[config.mk]
export PLATFORM = sky130hd
export DESIGN_NAME = div_unit
export DESIGN_NICKNAME = d
export VERILOG_FILES = /design/src/rtl/div_unit_pkg.sv /design/src/rtl/div_unit.sv
export SDC_FILE = /design/constraint.sdc
export NUM_CORES = 1
export LEC_CHECK = 0
export ABC_AREA = 1
export CORE_MARGIN = 4
export CORE_UTILIZATION = 45
export CTS_BUF_LIST = sky130_fd_sc_hd__clkbuf_16
export CTS_CLUSTER_DIAMETER = 100
export CTS_CLUSTER_SIZE = 10
export DETAILED_ROUTE_END_ITERATION = 7
export PLACE_DENSITY = 0.77
export SYNTH_ARGS = -nofsm -noshare
export SYNTH_HDL_FRONTEND = slang
export SYNTH_SLANG_ARGS = --single-unit
[constraint.sdc]
create_clock -name clk -period 6.6 [get_ports clk]
set_input_delay 0.99 -clock clk [delete_from_list [all_inputs] [get_ports clk]]
set_output_delay 0.99 -clock clk [all_outputs]
set_load 0.05 [all_outputs]
[src/rtl/div_unit_pkg.sv]
// -----------------------------------------------------------------------------
// div_unit_pkg
//   Shared definitions for the iterative divider that sits beside the ALU in
//   the execute stage.
//   - div_state_e : 2-bit FSM encoding (DIV_IDLE / DIV_CALC / DIV_DONE)
//   - ALU_*       : ALU operation codes. DIV/DIVU get their own codes so the
//                   ALU decoder no longer maps them onto the null operation.
//   - is_div_op() : helper used by the decoder to steer an op to the divider.
// -----------------------------------------------------------------------------
package div_unit_pkg;

    typedef enum logic [1:0] {
        DIV_IDLE = 2'd0,
        DIV_CALC = 2'd1,
        DIV_DONE = 2'd2
    } div_state_e;

    localparam logic [5:0] ALU_NOP  = 6'b000000;
    localparam logic [5:0] ALU_DIV  = 6'b011010;
    localparam logic [5:0] ALU_DIVU = 6'b011011;

    function automatic logic is_div_op(input logic [5:0] op);
        return (op == ALU_DIV) || (op == ALU_DIVU);
    endfunction

endpackage

[src/rtl/div_unit.sv]
// -----------------------------------------------------------------------------
// div_unit
//   Iterative radix-2 restoring divider for DIV (signed) and DIVU (unsigned).
//   One quotient bit is produced per clock; the pipeline stalls while busy.
//   The quotient goes to LO and the remainder to HI.
//
//   Ports
//     clk        : rising-edge clock
//     rst        : synchronous active-high reset
//     start      : request a division (sampled at posedge)
//     signed_div : 1 = DIV (two's complement), 0 = DIVU; sampled with start
//     dividend   : rs operand; sampled with start
//     divisor    : rt operand; sampled with start
//     cancel     : abort the running operation (exception / flush)
//     busy       : high while the FSM is not idle
//     valid      : one-cycle result strobe
//     quotient   : result for LO; held until the next completed operation
//     remainder  : result for HI; held until the next completed operation
//
//   Timing: start accepted in cycle 0 -> CALC in cycles 1..WIDTH -> DONE
//   (valid) in cycle WIDTH+1. A zero divisor skips CALC and reports in cycle 1
//   with quotient = all ones and remainder = the raw dividend.
// -----------------------------------------------------------------------------
module div_unit
    import div_unit_pkg::*;
#(
    parameter int WIDTH = 32,
    localparam int CNT_W = $clog2(WIDTH + 1)
) (
    input  logic             clk,
    input  logic             rst,
    input  logic             start,
    input  logic             signed_div,
    input  logic [WIDTH-1:0] dividend,
    input  logic [WIDTH-1:0] divisor,
    input  logic             cancel,
    output logic             busy,
    output logic             valid,
    output logic [WIDTH-1:0] quotient,
    output logic [WIDTH-1:0] remainder
);

    // -------------------------------------------------------------------------
    // Declarations
    // -------------------------------------------------------------------------
    div_state_e       state;
    div_state_e       state_next;

    logic [CNT_W-1:0] cnt;        // completed restoring steps
    logic [WIDTH-1:0] rem;        // partial remainder (magnitude)
    logic [WIDTH-1:0] quo;        // dividend shifting out / quotient shifting in
    logic [WIDTH-1:0] dvs;        // divisor magnitude
    logic             sign_q;     // negate quotient at the end
    logic             sign_r;     // negate remainder at the end

    logic             accept;     // start taken this cycle
    logic             step;       // one restoring step this cycle
    logic             last_step;  // this step produces the final quotient bit
    logic             div_zero;

    logic             dividend_neg;
    logic             divisor_neg;
    logic [WIDTH-1:0] dividend_mag;
    logic [WIDTH-1:0] divisor_mag;

    logic [WIDTH:0]   shifted;    // {rem, next dividend bit}
    logic [WIDTH:0]   diff;       // shifted - divisor, MSB is the borrow
    logic [WIDTH-1:0] rem_step;
    logic [WIDTH-1:0] quo_step;

    // -------------------------------------------------------------------------
    // Operand conditioning
    // -------------------------------------------------------------------------
    // The most negative value has no positive counterpart, but its negation
    // is the same bit pattern, which is its correct unsigned magnitude. That is
    // why MIN / -1 yields MIN without any special-case logic.
    assign dividend_neg = signed_div & dividend[WIDTH-1];
    assign divisor_neg  = signed_div & divisor[WIDTH-1];
    assign dividend_mag = dividend_neg ? -dividend : dividend;
    assign divisor_mag  = divisor_neg  ? -divisor  : divisor;
    assign div_zero     = (divisor == '0);

    // -------------------------------------------------------------------------
    // Restoring step
    // -------------------------------------------------------------------------
    // The partial remainder is always below the divisor, so after the shift it
    // fits in WIDTH+1 bits and a WIDTH+1 bit subtract is enough: the MSB of the
    // difference is set exactly when the trial subtraction goes negative.
    assign shifted = {rem, quo[WIDTH-1]};
    assign diff    = shifted - {1'b0, dvs};

    always_comb begin
        // NOTE: every always_comb output gets a default first, so no path can
        // leave it unassigned and infer a latch.
        rem_step = shifted[WIDTH-1:0];
        quo_step = {quo[WIDTH-2:0], 1'b0};
        if (!diff[WIDTH]) begin
            rem_step = diff[WIDTH-1:0];
            quo_step = {quo[WIDTH-2:0], 1'b1};
        end
    end

    // -------------------------------------------------------------------------
    // FSM: next state and control
    // -------------------------------------------------------------------------
    assign last_step = (cnt == CNT_W'(WIDTH - 1));

    always_comb begin
        state_next = state;
        accept     = 1'b0;
        step       = 1'b0;

        unique case (state)
            DIV_IDLE: begin
                // cancel is meaningless while idle
                accept = start;
            end
            DIV_CALC: begin
                // start is ignored mid-operation
                if (cancel) begin
                    state_next = DIV_IDLE;
                end else begin
                    step = 1'b1;
                    if (last_step) begin
                        state_next = DIV_DONE;
                    end
                end
            end
            DIV_DONE: begin
                // cancel beats a back-to-back start in the same cycle
                if (cancel) begin
                    state_next = DIV_IDLE;
                end else if (start) begin
                    accept = 1'b1;
                end else begin
                    state_next = DIV_IDLE;
                end
            end
            default: begin
                state_next = DIV_IDLE;
            end
        endcase

        if (accept) begin
            state_next = div_zero ? DIV_DONE : DIV_CALC;
        end
    end

    assign busy  = (state != DIV_IDLE);
    // A flush arriving in the result cycle must keep the result from being
    // written back, hence the combinational qualification.
    assign valid = (state == DIV_DONE) && !cancel;

    // -------------------------------------------------------------------------
    // State register
    // -------------------------------------------------------------------------
    always_ff @(posedge clk) begin
        // NOTE: sequential state is written with non-blocking assignments so
        // every register samples the pre-edge values of the others.
        if (rst) begin
            state <= DIV_IDLE;
        end else begin
            state <= state_next;
        end
    end

    // -------------------------------------------------------------------------
    // Datapath registers
    // -------------------------------------------------------------------------
    always_ff @(posedge clk) begin
        if (rst) begin
            cnt       <= '0;
            rem       <= '0;
            quo       <= '0;
            dvs       <= '0;
            sign_q    <= 1'b0;
            sign_r    <= 1'b0;
            quotient  <= '0;
            remainder <= '0;
        end else if (accept) begin
            cnt    <= '0;
            rem    <= '0;
            quo    <= dividend_mag;
            dvs    <= divisor_mag;
            sign_q <= dividend_neg ^ divisor_neg;
            sign_r <= dividend_neg;
            // Divide-by-zero reports immediately, independent of signed_div.
            if (div_zero) begin
                quotient  <= '1;
                remainder <= dividend;
            end
        end else if (step) begin
            cnt <= cnt + CNT_W'(1);
            rem <= rem_step;
            quo <= quo_step;
            // Results are fixed up and registered on the edge into DONE, so
            // they are stable for the whole valid cycle and held afterwards.
            if (last_step) begin
                quotient  <= sign_q ? -quo_step : quo_step;
                remainder <= sign_r ? -rem_step : rem_step;
            end
        end
    end

endmodule
**Word-level counts from Yosys, hierarchy flattened**

Cells that the tools add are included.
Widths: inputs -> output; s select.

- Register bits after elaboration: 170
- Bits of input ports: 69

- $add $sub $neg: 6
- Equal/unequal tests: 7
- Muxes and demuxes: 28
- Bitwise operators: 3
- Reduce and logical (&&, ||, !) cells: 10

Operator list:

| kind | count |
|---|---|
| $mux 32 | 15 |
| $neg 32->32 | 4 |
| $sub 33x32->33 | 1 |
| $logic_not 32->1 | 1 |
| $mux 2 | 6 |
| $ne 4x4->1 const B | 2 |
| $add 6x1->6 const B | 1 |
| $eq 6x5->1 const B | 1 |
| $pmux 2 s3 | 1 |
| $reduce_and 3->1 | 2 |
| $reduce_bool 2->1 | 3 |
| $mux 1 | 5 |
| $and 1x1->1 | 2 |
| $eq 2x1->1 const B | 1 |
| $eq 2x2->1 const B | 1 |
| $logic_not 2->1 | 1 |
| $ne 2x1->1 const B | 1 |
| $ne 2x2->1 const B | 1 |
| $pmux 1 s2 | 1 |
| $reduce_or 2->1 | 1 |
| $logic_and 1x1->1 | 1 |
| $logic_not 1->1 | 1 |
| $xor 1x1->1 | 1 |

**Longest topological paths before layout**

- Depth after elaboration: 7
- Mapped depth: 31

**Least setup slack after synthesis**

Ideal clock, no wire load.

- Kind: reg2reg
- Start: reg quo[31]
- End: reg quotient[30]
- Setup time: 0.128 ns
- Arrival: 3.975 ns
- Required time: 6.472 ns
- Path slack: 2.497 ns
- Cell stages (with the launch flop): 31
- Buffers on the path: 2
- Clock period less this slack: 4.103 ns
- Cells stage by stage: dfxtp_1 inv_1 ha_1 fa_1 inv_1 nand2_1 nand2_1 nand3_1 nand2_2 nand2_2 nand2_4 nand2_4 nand2_4 nand2_4 nand2_4 buf_6 buf_4 ha_1 inv_1 nor3_1 nand3_1 nor2_1 nand4_1 nor2_1 nand4_1 o21ai_1 o21ai_0 a21oi_1 o21ai_1 xor2_1 a21oi_1

- Word-level cells in the longest chain between the ends: 7

Ends and longest elaborated chain:

| element | line | RTL |
|---|---|---|
| start: declaration | div_unit.sv:51 | `logic [WIDTH-1:0] quo;` |
| start signal: assignment | div_unit.sv:183 | `quo <= dividend_mag;` |
| start signal: assignment | div_unit.sv:195 | `quo <= quo_step;` |
| $sub 33x32->33 | div_unit.sv:90 | `assign diff = shifted - {1'b0, dvs};` |
| $mux 1 | div_unit.sv:97 | `if (!diff[WIDTH]) begin` |
| $neg 32->32 | div_unit.sv:199 | `quotient <= sign_q ? -quo_step : quo_step;` |
| $mux 32 | div_unit.sv:199 |  |
| $mux 32 | div_unit.sv:198 | `if (last_step) begin` |
| $mux 32 | div_unit.sv:192 | `end else if (step) begin` |
| $mux 32 | div_unit.sv:180 | `end else if (accept) begin` |
| end signal: assignment | div_unit.sv:199 |  |
| end: declaration | div_unit.sv:39 | `output logic [WIDTH-1:0] quotient,` |

No other way between the ends. The select of a mux whose other input is x is not followed.
A chain may end at the register's enable or synchronous reset.

**Worst setup path after layout**

Ends and elaborated chain as after synthesis.

==> out/metrics.cfg <==
[outcome]
status=finished clean

[critical_path]
cp_common_cell=nand2_4
cp_num_buf_inv=3
critPathMaxFanout=43
worstPathRequired_ns=6.93
r2r_start=quo[31]
endpoint_kind=flop
timing.rr.end=quotient[30]
cp.arrival_ns=5.12
worstRegToRegCells=28
path_delay_family=simple AND/OR/NAND/NOR gates
cp_slowest_cell=fa_1
start_kind=flop
r2r_slack_ns=1.81
slowest_delay_ns=0.40
criticalPathCategory=reg2reg

[route]
drt_pass1_iterations=6
wl_met2_um=20500
vias=14600
final_antenna_net_count=0
drc=0
drt_iter0_drc=1557
drt-met1-wl_um=20200
post_drt_via_cell_ratio=5.45
top_layer=met4
wl_um=44900
wl_met3_um=2820
wl_per_cell_um=16.8

[place]
hpwl_um=34900
gp_congestion=0.990
place_ws_ns=1.76
io_buffers=134

[cts]
worst_skew_pair.late_latency_ns=0.45
cts_tree=built
numCtsBuffers=17
postCtsHoldBufs=0
clk_pin_slew_ns=0.08
cts_resized=0
htree_num_levels=4
numClockSinks=170
clk_path_buf_depth=2
cts_setup_buffers=0
clock_tree.root_cell=clkbuf_16

[sta]
fin_setup_tns_ns=0
finalMaxSlewViolations=0
grt_setup_unrepaired=no
setup_violations=0
clock_skew_ns=0.0205
finalCritPeriodShare_pct=72.5
worst_slack_ns=1.81
maxSlewHeadroom_pct=31.6
final_hold_viol_count=0
fmax_ghz=0.209
tightest_slew_ns=1.02
min_period_ns=4.79

[global_route]
grt_pass1_vias=13100
antenna_found_initial=0
grt-ovfl-total=0
grt_start_max_net_pins=75
grt_pass1_wl_um=69700
track_usage_pct=27.4

[yosys]
netlist_instances=2191
yosysWarnings=0
synth_area_um2=13200
post-synth-top-area-fraction_pct=25.8
ys_seq_elements=170
ys_async_sr_fraction_pct=0
post-synth-top-count-cell=nand2_1
synth_commonest_cells=582 x nand2_1, 355 x inv_1, 184 x nor2_1
ys_seq_area_share_pct=25.8
synth_edf_count=0
synth_cell_types=58
avgSynthCellArea_um2=6.02
yosys.area.top_type=dfxtp_1
synth-main-ff-cell=dfxtp_1
syn-num-nets=2298
ys_top_cells_by_area=dfxtp_1 26%, nand2_1 17%, inv_1 10%

[final_layout]
insertedDiodeCount=0
multiInputGateArea_um2=8010
drive_gt1_share_pct=6.47
seqCellArea_um2=3400
nets=2384
fillers=2898
area_growth_pct=16.4

[pwr]
powerDensity_nw_per_um2=240
power.leakage_nw=7.41
ir_worst_vdd_mv=0.198

[die]
die_area_um2=32100
initial_utilization_pct=45.8
fp-row-count=62
num_io_pins=135
fp.dieH_um=179
core_um2=28800
die_w_um=179

[hold_path]
hold_path.class=reg2reg
hold_depth=2
worst_hold_startpoint=remainder[19]
min_to=remainder[19]

[flow_run]
drv_cap=0

==> sequential cells by signal (all words and copies together) (netlist names) <==
signal	count
quo	32
dvs	32
remainder	32
rem	32
sign_q	1
state	2
sign_r	1
quotient	32
cnt	6
==> layer usage <==
layer | up-vias | GRT usage [%]
li1 | 7258 | -
met1 | 6689 | 37.1
met2 | 538 | 45.3
met3 | 93 | 3.06
met4 | 0 | 9.14
met5 | - | 0
==> worst max-delay path by stage <==
| stage | from | end | slack, ns | cells after the start |
|---|---|---|---|---|
| 6_report | quo[31] | quotient[30] | 1.81 | 28 |
| 5_1_grt | quo[31] | quotient[30] | 1.27 | 28 |
| 4_1_cts | quo[31] | quotient[30] | 1.86 | 28 |
| 3_5_place_dp | divisor[0] | remainder[3] | 1.76 | 19 |
| 3_3_place_gp | divisor[0] | remainder[3] | 1.88 | 19 |
| 2_1_floorplan | quo[31] | quotient[30] | 2.50 | 30 |
==> metrics by stage <==
stage | utilization [%] | hold WS (ns) | cell area [µm²] | cells | power (mW)
after global routing | 53.3 | 0.491 | 15300 | 2673 | 3.90
after global placement | 51.2 | 0.456 | 14700 | 2642 | 2.60
final | 53.3 | 0.469 | 15300 | 2673 | 3.68
after detailed placement | 51.2 | 0.459 | 14700 | 2642 | 2.61
after CTS | 53.3 | 0.475 | 15300 | 2673 | 3.66
after floorplan | - | 0.432 | 13200 | 2191 | 2.22
==> cell type report <==
| cell class | count | share of cell area (%) |
|---|---|---|
| clock inverters | 14 | 1.13 |
| multi-input cells | 1566 | 52.2 |
| repair buffers | 149 | 9.44 |
| flip-flops and latches | 170 | 22.2 |
| inverters | 373 | 9.13 |
| clock buffers | 17 | 2.77 |
| well taps | 384 | 3.13 |
==> cell families (layout without fill, tap and decap cells) <==
logic type	count (synthesis)	in the layout	synth area share (%)
buffers and inverters	455	553	13.5
adder cells (fa/ha/maj)	38	38	3.66
AND/OR/NAND/NOR	1061	1061	35.5
AO/OA/AOI/OAI	422	422	18.5
XOR/XNOR	45	45	2.99
flip-flops	170	170	25.8
==> cell usage in the layout, fill, tap and decap left out, drive strengths merged, types with 2 or more instances in the layout <==
cell type and n:
nand2 620, inv 375, nor2 205, dfxtp 170, a21oi 161, o21ai 143, clkdlybuf4s50 133, nand3 126
nor3 39, ha 37, nand4 35, xor2 34, o22ai 27, a31oi 22, clkbuf 17, buf 16
nand3b 14, o221ai 13, o32ai 12, xnor2 11, o211ai 11, nor4 11, clkinv 10, o31ai 8
o21bai 5, and3 5, a41oi 4, or2 4, a21o 3, o21a 3, and2 2, o2111ai 2
a221oi 2, o221a 2
==> where the power goes <==
part / total [mW] / leakage, nW / internal, mW / switching, mW
Clock: 1.06 / 0.291 / 0.543 / 0.513
Combinational: 1.53 / 5.74 / 0.457 / 1.07
Sequential: 1.10 / 1.38 / 1.07 / 0.0320
==> worst min-delay path: cells and delay by family, from the launching register on <==
kind | cells | cell delay, ns
flops | 1 | 0.32
simple gates | 1 | 0.06
compound gates | 1 | 0.05
(Power assumes the default switching activity.)
